`config.mk`:
```
export PLATFORM = sky130hd
export DESIGN_NAME = imm_extend_pipe
export DESIGN_NICKNAME = d
export VERILOG_FILES = /design/src/rtl/imm_pkg.sv /design/src/rtl/imm_field_extract.sv /design/src/rtl/imm_extend_pipe.sv
export SDC_FILE = /design/constraint.sdc
export NUM_CORES = 1
export LEC_CHECK = 0
export CORE_MARGIN = 2
export CORE_UTILIZATION = 40
export DETAILED_ROUTE_END_ITERATION = 8
export GPL_TIMING_DRIVEN = 0
export PLACE_DENSITY_LB_ADDON = 0.3
export SYNTH_ARGS = -nofsm -noshare
export SYNTH_HDL_FRONTEND = slang
export SYNTH_HIERARCHICAL = 1
export SYNTH_SLANG_ARGS = --single-unit
```
`constraint.sdc`:
```
create_clock -name clk -period 2.75 [get_ports clk]
set_input_delay 0.4125 -clock clk [delete_from_list [all_inputs] [get_ports clk]]
set_output_delay 0.4125 -clock clk [all_outputs]
set_load 0.01 [all_outputs]
```
`src/rtl/imm_pkg.sv`:
```
// Shared types and constants for the immediate extraction pipeline.
package imm_pkg;

  localparam int unsigned IMM_DATA_W_DEFAULT = 64;
  localparam int unsigned IMM_OP_W           = 5;

  typedef enum logic [IMM_OP_W-1:0] {
    IMM_NONE  = 5'b00000,
    IMM_D     = 5'b00001,
    IMM_SHIFT = 5'b00010,
    IMM_I     = 5'b00100,
    IMM_CB    = 5'b01000,
    IMM_B     = 5'b10000
  } imm_op_e;

  // Instruction bit positions of each immediate field
  localparam int unsigned B_MSB     = 25;
  localparam int unsigned B_LSB     = 0;
  localparam int unsigned CB_MSB    = 23;
  localparam int unsigned CB_LSB    = 5;
  localparam int unsigned I_MSB     = 21;
  localparam int unsigned I_LSB     = 10;
  localparam int unsigned SHIFT_MSB = 15;
  localparam int unsigned SHIFT_LSB = 10;
  localparam int unsigned D_MSB     = 20;
  localparam int unsigned D_LSB     = 12;

  // Buffer entry; imm is sized for the widest legal DATA_W
  typedef struct packed {
    logic                          err;
    logic [IMM_DATA_W_DEFAULT-1:0] imm;
  } imm_entry_t;

endpackage

```
`src/rtl/imm_field_extract.sv`:
```
// Combinational immediate field extraction and sign/zero extension.
// IMM_BRANCH_SCALE_EN: when defined, B and CB results are shifted left by 2.
module imm_field_extract
  import imm_pkg::*;
#(
  parameter int unsigned INSTR_W = 32,
  parameter int unsigned DATA_W  = IMM_DATA_W_DEFAULT
) (
  input  logic [INSTR_W-1:0]  instr,
  input  logic [IMM_OP_W-1:0] imm_op,
  input  logic                zero_ext,
  output logic [DATA_W-1:0]   imm_c,
  output logic                err_c
);

  // Field [msb:lsb] of word, optionally sign-extended from its top bit
  function automatic logic [DATA_W-1:0] extend(
    input logic [INSTR_W-1:0] word,
    input int unsigned        msb,
    input int unsigned        lsb,
    input logic               sext
  );
    logic [DATA_W-1:0]  hi_mask;
    logic [DATA_W-1:0]  field;
    logic [INSTR_W-1:0] top;
    hi_mask = {DATA_W{1'b1}} << (msb - lsb + 1);
    field   = DATA_W'(word >> lsb) & ~hi_mask;
    top     = word >> msb;
    return (sext && top[0]) ? (field | hi_mask) : field;
  endfunction

  function automatic logic [DATA_W-1:0] branch_scale(input logic [DATA_W-1:0] v);
`ifdef IMM_BRANCH_SCALE_EN
    return v << 2;
`else
    return v;
`endif
  endfunction

  always_comb begin
    imm_c = '0;
    err_c = 1'b0;
    case (imm_op)
      IMM_B:     imm_c = branch_scale(extend(instr, B_MSB, B_LSB, ~zero_ext));
      IMM_CB:    imm_c = branch_scale(extend(instr, CB_MSB, CB_LSB, ~zero_ext));
      IMM_I:     imm_c = extend(instr, I_MSB, I_LSB, ~zero_ext);
      IMM_SHIFT: imm_c = extend(instr, SHIFT_MSB, SHIFT_LSB, 1'b0);
      IMM_D:     imm_c = extend(instr, D_MSB, D_LSB, ~zero_ext);
      IMM_NONE:  imm_c = '0;
      default:   err_c = 1'b1;
    endcase
  end

endmodule

```
`src/rtl/imm_extend_pipe.sv`:
```
// Immediate extraction feeding a DEPTH-entry output FIFO with valid/ready on both sides.
// IMM_BRANCH_SCALE_EN (see imm_field_extract) enables left-by-2 scaling of B/CB immediates.
module imm_extend_pipe
  import imm_pkg::*;
#(
  parameter int unsigned INSTR_W = 32,
  parameter int unsigned DATA_W  = IMM_DATA_W_DEFAULT,
  parameter int unsigned DEPTH   = 2
) (
  input  logic                       clk,
  input  logic                       rst_n,
  input  logic                       in_valid,
  output logic                       in_ready,
  input  logic [INSTR_W-1:0]         instr,
  input  logic [IMM_OP_W-1:0]        imm_op,
  input  logic                       zero_ext,
  output logic                       out_valid,
  input  logic                       out_ready,
  output logic [DATA_W-1:0]          immediate,
  output logic                       imm_err,
  output logic [$clog2(DEPTH+1)-1:0] count
);

  localparam int unsigned CNT_W = $clog2(DEPTH + 1);
  localparam int unsigned PTR_W = $clog2(DEPTH);

  logic [DATA_W-1:0] ext_imm_c;
  logic              ext_err_c;

  imm_field_extract #(
    .INSTR_W (INSTR_W),
    .DATA_W  (DATA_W)
  ) u_extract (
    .instr    (instr),
    .imm_op   (imm_op),
    .zero_ext (zero_ext),
    .imm_c    (ext_imm_c),
    .err_c    (ext_err_c)
  );

  imm_entry_t       mem [DEPTH];
  logic [PTR_W-1:0] wr_ptr, rd_ptr;
  logic [PTR_W-1:0] wr_ptr_nxt, rd_ptr_nxt;
  logic [CNT_W-1:0] count_nxt;
  logic             push, pop;
  imm_entry_t       new_entry, head_nxt;

  // Next-state for pointers, occupancy and the registered head view
  always_comb begin
    push       = in_valid & in_ready;
    pop        = out_valid & out_ready;
    new_entry  = '{err: ext_err_c, imm: IMM_DATA_W_DEFAULT'(ext_imm_c)};
    wr_ptr_nxt = wr_ptr + PTR_W'(push);
    rd_ptr_nxt = rd_ptr + PTR_W'(pop);
    count_nxt  = count;
    head_nxt   = '0;
    if (push && !pop) begin
      count_nxt = count + CNT_W'(1);
    end else if (!push && pop) begin
      count_nxt = count - CNT_W'(1);
    end
    // A push landing in an otherwise-empty buffer becomes the new head
    if (count_nxt != '0) begin
      if (push && (count_nxt == CNT_W'(1))) begin
        head_nxt = new_entry;
      end else begin
        head_nxt = mem[rd_ptr_nxt];
      end
    end
  end

  always_ff @(posedge clk or negedge rst_n) begin
    if (!rst_n) begin
      wr_ptr    <= '0;
      rd_ptr    <= '0;
      count     <= '0;
      in_ready  <= 1'b1;
      out_valid <= 1'b0;
      immediate <= '0;
      imm_err   <= 1'b0;
    end else begin
      wr_ptr    <= wr_ptr_nxt;
      rd_ptr    <= rd_ptr_nxt;
      count     <= count_nxt;
      in_ready  <= (32'(count_nxt) < DEPTH);
      out_valid <= (count_nxt != '0);
      immediate <= DATA_W'(head_nxt.imm);
      imm_err   <= head_nxt.err;
    end
  end

  // Storage array; stale contents are ignored once count is cleared
  always_ff @(posedge clk) begin
    if (push) begin
      mem[wr_ptr] <= new_entry;
    end
  end

endmodule

```
==> results of run 1 <==
## kinds of logic (layout without fill, tap and decap cells)
family,Yosys count,count (layout),synth area share
and+or+nand+nor,109,109,0.0572
muxes,66,66,0.0772
DFF,201,201,0.664
AOI/OAI and AO/OA,107,110,0.123
xor gates and xnor gates,6,6,0.00922
adders and majority gates,2,2,0.00293
buffers and inverters,80,238,0.0660
## state kept, by name, summed over array words and instances (netlist names)
register,count
count,2
mem,130
immediate,64
imm_err,1
in_ready,1
wr_ptr,1
out_valid,1
rd_ptr,1
## final timing paths
| path | slack, ps | cells past startpoint | endpoint | from |
|---|---|---|---|---|
| hold reg to reg | 590 | 1 | in_ready | count[1] |
| hold / removal | 360 | 2 | immediate[33] | rst_n |
| max in group asynchronous | 1810 | 3 | in_ready | rst_n |
| setup / recovery | 60 | 8 | immediate[54] | imm_op[1] |
| min in group clk | 590 | 1 | in_ready | count[1] |
| setup reg to reg | 710 | 7 | immediate[13] | in_ready |
## synthesized netlist by cell type (all sizes together) (2+ instances only)
library cell  number  share of area
nor2b              3         0.0022
a211oi            65          0.080
or2                2         0.0015
a21o               7         0.0063
edfxtp           130           0.46
clkbuf            14         0.0061
or3b               2         0.0020
and3b              3         0.0031
buf               60          0.057
dfrtp             70           0.20
nor3               3         0.0018
a22oi             14          0.012
xor2               2         0.0042
a32oi              4         0.0041
nand2             14         0.0064
a21oi              3         0.0031
xnor2              4         0.0050
nand3              7         0.0041
nor2              69          0.030
inv                6         0.0026
ha                 2         0.0029
nand4b             2         0.0020
a221o              7         0.0082
mux2i             66          0.077
## placed cells by master, fill, tap and decap left out, types with 2 or more instances in the layout
master | netlist | routed
sky130_fd_sc_hd__a32oi_1 | 4 | 4
sky130_fd_sc_hd__buf_12 | 5 | 9
sky130_fd_sc_hd__clkbuf_8 | 0 | 6
sky130_fd_sc_hd__buf_4 | 43 | 53
sky130_fd_sc_hd__clkbuf_16 | 0 | 23
sky130_fd_sc_hd__clkinv_2 | 0 | 5
sky130_fd_sc_hd__or2_2 | 2 | 2
sky130_fd_sc_hd__a41oi_4 | 0 | 4
sky130_fd_sc_hd__nand2_1 | 13 | 12
sky130_fd_sc_hd__dfrtp_1 | 70 | 70
sky130_fd_sc_hd__a22oi_1 | 14 | 14
sky130_fd_sc_hd__buf_2 | 11 | 11
sky130_fd_sc_hd__clkbuf_1 | 14 | 17
sky130_fd_sc_hd__and3b_1 | 3 | 3
sky130_fd_sc_hd__inv_1 | 5 | 5
sky130_fd_sc_hd__a21oi_1 | 2 | 2
sky130_fd_sc_hd__edfxtp_1 | 130 | 130
sky130_fd_sc_hd__nand4b_1 | 2 | 2
sky130_fd_sc_hd__nor2b_1 | 3 | 3
sky130_fd_sc_hd__a221o_1 | 7 | 7
sky130_fd_sc_hd__mux2i_1 | 66 | 66
sky130_fd_sc_hd__nand3_1 | 7 | 7
sky130_fd_sc_hd__xnor2_1 | 3 | 3
sky130_fd_sc_hd__a211oi_1 | 25 | 25
sky130_fd_sc_hd__nor3_1 | 3 | 2
sky130_fd_sc_hd__a211oi_2 | 40 | 40
sky130_fd_sc_hd__a21o_1 | 6 | 6
sky130_fd_sc_hd__clkdlybuf4s50_1 | 0 | 102
sky130_fd_sc_hd__nor2_1 | 69 | 69
sky130_fd_sc_hd__ha_4 | 0 | 2
## metal layers
layer / routed length (um) / track usage / vias to the layer above
met3: 1190 / 0.0309 / 34
li1: - / - / 2415
met5: 0 / 0 / -
met1: 8300 / 0.232 / 2529
met4: 304 / 0.0354 / 0
met2: 8620 / 0.260 / 206
## area by class of cell
cell class	instances	area [um2]
inverter	6	22.5
sequential	201	5680
fill	1715	10100
timing repair buffer	118	1210
buffer	74	542
tap	275	344
clock buffer	32	669
multi-input combinational	293	2450
clock inverter	8	47.5
## through the flow
step / setup WS (ps) / total power (uW) / hold WS, ps / std cells
detailed placement: -1260 / 9050 / 340 / 952
CTS: 14.0 / 11900 / 355 / 1005
global placement: -1310 / 8950 / 530 / 949
global route: 4.88 / 12400 / 385 / 1007
finish: 56.9 / 11800 / 355 / 1007
floorplan: -58.9 / 7250 / 117 / 571
## power breakdown
group	internal [uW]	total (uW)	switching (uW)	leakage, uW
sequential	4160	4440	287	0.00211
clock	1690	2830	1140	0.000357
combinational	2270	4510	2240	0.00199
total	8110	11800	3660	0.00446
## timing repair
action	in CTS	in global routing
gates cloned	3	0
setup endpoints to repair	114	14
buffers inserted	9	2
hold buffers	1	0
gates resized for setup	5	1
pin swaps	5	2
hold endpoints to repair	20	0
==> out/summary.log, run 1 <==
INFO  sta            clock_skew=15.5ps
INFO  critical_path  path_max_fanout=10
INFO  sta            max-slew-margin-rel=0.400
INFO  synthesis      synthesis.nets=615
INFO  die            placeableCoreArea=0.0210mm2
INFO  cells_and_area post-route-util=0.522
INFO  place          placement.cell_area=0.0100mm2
INFO  global_routing antenna_violations_before_repair=0
INFO  sta            final_max_slew_violation_count=0
INFO  routing        detailroute.via_count=5184
INFO  place          place.detailed.hpwl=11300um
INFO  sta            period_minus_slack=2690ps
INFO  cells_and_area fin_area=0.0110mm2
INFO  cells_and_area drive_above_1_share=0.235
INFO  synthesis      avgSynthCellArea=15.0um2
INFO  synthesis      synth-main-ff-cell=sky130_fd_sc_hd__edfxtp_1
INFO  clock_network  clk_pin_slew=60ps
INFO  critical_path  worst-endpoint-required=3100ps
INFO  critical_path  worst_path_dominant_cell_family=simple AND/OR/NAND/NOR gates
INFO  die            die-width=150um
INFO  outcome        status=complete, no violations
INFO  critical_path  critical_path_buf_inv_count=3
INFO  critical_path  nature_of_the_critical_path_startpoint=input pin
INFO  critical_path  critPathCaptureType=flop
INFO  place          port-buffer-count=103
INFO  clock_network  clk-insertion-delay-late=490ps
INFO  synthesis      async_flop_share=0.353
INFO  die            core.rowCount=53
INFO  hold_path      hold_class=input pin to async pin
INFO  critical_path  crit_path_max_incr_delay=680ps
INFO  critical_path  critPathArrivalTime=3050ps
INFO  cells_and_area area.growth.synth_to_final=28.2%
INFO  global_routing first_pass_grt_wire_length=28700um
INFO  die            chipHeight=150um
INFO  synthesis      yosys_warnings=6
INFO  die            top_level_ports=111
INFO  routing        post_drt_wl_per_cell=18.3um
INFO  sta            setup_repair_after_global_routing_missed_its_margin=false
INFO  cells_and_area insertedDiodeCount=0
INFO  clock_network  numClockSinks=201
INFO  synthesis      yosys.cell_types.count=47
INFO  die            dieArea=0.0226mm2
INFO  critical_path  worstSetupPathType=input pin to flop
INFO  power_and_ir_drop ir_drop=0.512mV
INFO  power_and_ir_drop power_per_cell_area=1070mW/mm2
INFO  job            drv_cap=0
INFO  place          gp_congestion=0.891
INFO  global_routing gr-total-overflow=0
INFO  synthesis      ys_seq_elements=201
INFO  synthesis      seq_area_frac_synth=0.664
INFO  power_and_ir_drop total_leakage_power=0.00446uW
INFO  routing        drtAntennaViolNets=0
INFO  critical_path  worstPathCellList=clkdlybuf4s50_1, or3b_1, or4b_4, a41oi_4, buf_12, buf_4, nor2_1, a211oi_1
INFO  sta            fmax=371MHz
INFO  routing        initialDrtViolationCount=440
INFO  routing        final_routed_drc_violation_total=0
INFO  clock_network  clock_tree.root_cell=sky130_fd_sc_hd__clkbuf_16
INFO  synthesis      gate_count_after_technology_mapping=571
INFO  sta            tightest_slew=892ps
INFO  sta            finalHoldViolCount=0
INFO  routing        drt-vias-per-instance=5.15
INFO  clock_network  cts_htree_levels=1
INFO  critical_path  critical-path-slowest-cell=sky130_fd_sc_hd__or4b_4
INFO  clock_network  cts_made_buffers=22
INFO  cells_and_area nNetsFinal=760
INFO  synthesis      post_synthesis_instance_area=0.00855mm2
INFO  synthesis      synth-edff-count=130
INFO  sta            final.period_utilization=0.979
INFO  clock_network  ctsLongestPathBuffers=3
INFO  die            initial_utilization=0.407
INFO  clock_network  tritoncts=done
INFO  global_routing via_count_of_the_first_global_routing_pass=5230
INFO  routing        wl=18400um
INFO  sta            finish_stage_setup_viols=0
INFO  routing        drt_pass1_iterations=7
INFO  sta            final_total_negative_setup_slack=0ps
INFO  global_routing global_route.usage.total=0.162
INFO  global_routing grt_start_max_net_pins=52
No activity file was read; power rests on OpenSTA's default activity.
==> inputs of run 2 (changes only) <==
HOLD_SLACK_MARGIN = 0.12   (was not set)
clock period = 2.5 ns   (was 2.75 ns; I/O delays follow)
==> run 2 against run 1 <==
Critical path type unchanged. Register-to-register slack lost 210 ps. Sequential share of layout area is 0.49 points higher. Clock skew up 3.6 ps. Final area down 0.94%. Largest power group unchanged. Setup slack improved by 84 ps. Critical path depth unchanged. Sequential power up 10%. Utilization shrank 0.49 points.
==> out/summary.log, run 2 (same netlist as run 1, synthesis figures left out) <==
INFO  power_and_ir_drop switching_fraction_of_total_power=0.313 [+0.00259]
INFO  clock_network  cts_htree_levels=1 [unchanged]
INFO  sta            final_max_slew_violation_count=0 [unchanged]
INFO  power_and_ir_drop power_per_cell_area=1190mW/mm2 [+10%]
INFO  sta            final.hold.worst_slack=321ps [-34.3 ps]
INFO  die            die-width=150um [unchanged]
INFO  routing        final_routed_drc_violation_total=0 [unchanged]
INFO  power_and_ir_drop total_leakage_power=0.00440uW [-1.4%]
INFO  cells_and_area final_cell_mix=130 x sky130_fd_sc_hd__edfxtp_1, 100 x sky130_fd_sc_hd__clkdlybuf4s50_1, 70 x sky130_fd_sc_hd__dfrtp_1, 69 x sky130_fd_sc_hd__nor2_1, 66 x sky130_fd_sc_hd__mux2i_1
INFO  sta            final.period_utilization=0.944
INFO  clock_network  clk_pin_slew=60ps [about the same]
INFO  routing        wl=17900um [-2.9%]
INFO  die            placeableCoreArea=0.0210mm2 [unchanged]
INFO  die            dieArea=0.0226mm2 [unchanged]
INFO  critical_path  path_max_fanout=24 [+14]
INFO  power_and_ir_drop p_comb_frac=0.392 [+0.009]
INFO  cells_and_area drive_above_1_share=0.229 [-0.00549]
INFO  cells_and_area largest_registers=mem x130, immediate x64, count x2
INFO  sta            finish_stage_setup_viols=0 [unchanged]
INFO  global_routing gr-total-overflow=0 [unchanged]
INFO  job            drv_cap=0 [unchanged]
INFO  critical_path  nature_of_the_critical_path_startpoint=input pin
INFO  power_and_ir_drop power.share.clock=0.229 [-0.011]
INFO  place          port-buffer-count=103 [unchanged]
INFO  routing        initialDrtViolationCount=346 [-21%]
INFO  sta            period_minus_slack=2360ps
INFO  sta            max-slew-margin-rel=0.401 [+0.000901]
INFO  cells_and_area max_ffs_per_register=130 [unchanged]
INFO  clock_network  cts_made_buffers=21 [-4.5%]
INFO  die            top_level_ports=111 [unchanged]
INFO  place          place.detailed.hpwl=11500um [+1.3%]
INFO  cells_and_area area.growth.synth_to_final=27.0%
INFO  critical_path  critPathArrivalTime=2750ps [-300 ps]
INFO  cells_and_area commonest_non_fill_non_tap_cell_in_the_layout=sky130_fd_sc_hd__edfxtp_1
INFO  critical_path  worst-endpoint-required=2890ps [-210 ps]
INFO  sta            clock_skew=19.1ps [+3.63 ps]
INFO  sta            final_setup_slack_of_the_worst_path=141ps [+83.9 ps]
INFO  power_and_ir_drop p_seq_frac=0.379 [+0.002]
INFO  die            initial_utilization=0.407 [unchanged]
INFO  global_routing grt_start_max_net_pins=54 [+3.8%]
INFO  outcome        status=complete, no violations
INFO  clock_network  tritoncts=done
INFO  clock_network  clk-insertion-delay-late=500ps [about the same]
INFO  critical_path  critPathCaptureType=flop
INFO  routing        drtAntennaViolNets=0 [unchanged]
INFO  cells_and_area fillerInstances=1750 [+2.0%]
INFO  sta            final_total_negative_setup_slack=0ps [unchanged]
INFO  global_routing antenna_violations_before_repair=0 [unchanged]
INFO  global_routing global_route.usage.total=0.161 [-0.00176]
INFO  sta            fmax=424MHz
INFO  place          gp_congestion=0.920 [+3.2%]
INFO  place          dp_slack=-1090ps [+174 ps]
INFO  sta            tightest_slew=891ps [-1.34 ps]
INFO  global_routing first_pass_grt_wire_length=28300um [-1.3%]
INFO  routing        post_drt_wl_per_cell=18.0um [-1.6%]
INFO  clock_network  ctsLongestPathBuffers=3 [unchanged]
INFO  die            chipHeight=150um [unchanged]
INFO  power_and_ir_drop cell_internal_pwr=8840uW [+9.0%]
INFO  clock_network  numClockSinks=201 [unchanged]
INFO  power_and_ir_drop ir_drop=0.571mV [+11%]
INFO  cells_and_area nNetsFinal=748 [-1.6%]
INFO  routing        drt_pass1_iterations=5 [-2]
INFO  routing        detailroute.via_count=5100 [-1.6%]
INFO  sta            finalHoldViolCount=0 [unchanged]
INFO  cells_and_area largest_register_by_flop_count=mem
INFO  cells_and_area insertedDiodeCount=0 [unchanged]
INFO  global_routing via_count_of_the_first_global_routing_pass=5315 [+1.6%]
INFO  critical_path  worstSetupPathType=input pin to flop
INFO  sta            setup_repair_after_global_routing_missed_its_margin=false
INFO  clock_network  clock_tree.root_cell=sky130_fd_sc_hd__clkbuf_16
INFO  routing        drt-vias-per-instance=5.13 [-0.33%]
INFO  die            core.rowCount=53 [unchanged]
INFO  power_and_ir_drop p_sw=4040uW [+10%]
INFO  hold_path      hold_class=input pin to async pin
[run 2: per-layer routing]
metal / vias up / global-route usage / part of all wire
met2: 184 / 0.274 / 0.48
met4: 0 / 0.0410 / 0.019
met5: - / 0 / 0
met3: 43 / 0.0258 / 0.052
li1: 2375 / - / -
met1: 2498 / 0.216 / 0.45
[run 2: power groups by stage]
| stage | Clock, uW | Sequential [uW] | Combinational [uW] |
|---|---|---|---|
| 3_3_place_gp | 0 | 4980 | 4880 |
| 2_1_floorplan | 0 | 5180 | 2810 |
| 6_report | 2950 | 4890 | 5050 |
| 3_5_place_dp | 0 | 4960 | 5030 |
| 4_1_cts | 3040 | 4900 | 5120 |
| 5_1_grt | 3150 | 4980 | 5420 |
[run 2: cell type report]
class	count	area, um2	area share
Clock buffer	30	621	0.0571
Sequential cell	201	5680	0.523
Inverter	6	22.5	0.00207
Multi-Input combinational cell	290	2390	0.220
Timing Repair Buffer	111	1170	0.108
Clock inverter	8	45.0	0.00415
Buffer	73	587	0.0540
Tap cell	275	344	0.0317
[run 2: final timing paths]
path | depth (start not counted) | slack, ps | from | end
setup reg to reg | 7 | 500 | in_ready | immediate[16]
hold reg to reg | 1 | 580 | count[1] | in_ready
setup / recovery | 8 | 140 | imm_op[1] | immediate[42]
min in group clk | 4 | 550 | imm_op[2] | mem[0][2]
hold / removal | 2 | 320 | rst_n | immediate[31]
max in group asynchronous | 3 | 1590 | rst_n | in_ready
[run 2: worst max-delay path, stage by stage]
cell and delay [ps]:
sky130_fd_sc_hd__dlygate4sd2_1 320, sky130_fd_sc_hd__or3b_4 440, sky130_fd_sc_hd__or4b_4 570, sky130_fd_sc_hd__a41oi_4 350, sky130_fd_sc_hd__buf_12 230, sky130_fd_sc_hd__buf_4 140, sky130_fd_sc_hd__nor2_1 50, sky130_fd_sc_hd__a211oi_2 270
[run 2: stage by stage]
step                 util  std cells  power, uW  cell area [um2]
floorplan               -        571       7990             8620
global placement    0.476        949       9860            10000
detailed placement  0.482        953       9990            10100
CTS                 0.517        994      13100            10900
global route        0.517        994      13600            10900
finish              0.517        994      12900            10900
[run 2: what timing repair did]
item                                    CTS  global route
endpoints found under the setup margin  112            34
pin swaps                                 1             1
resized for setup                        10             1
hold endpoints to repair                 64             0
hold buffers                              1             0
setup buffers                             2             1
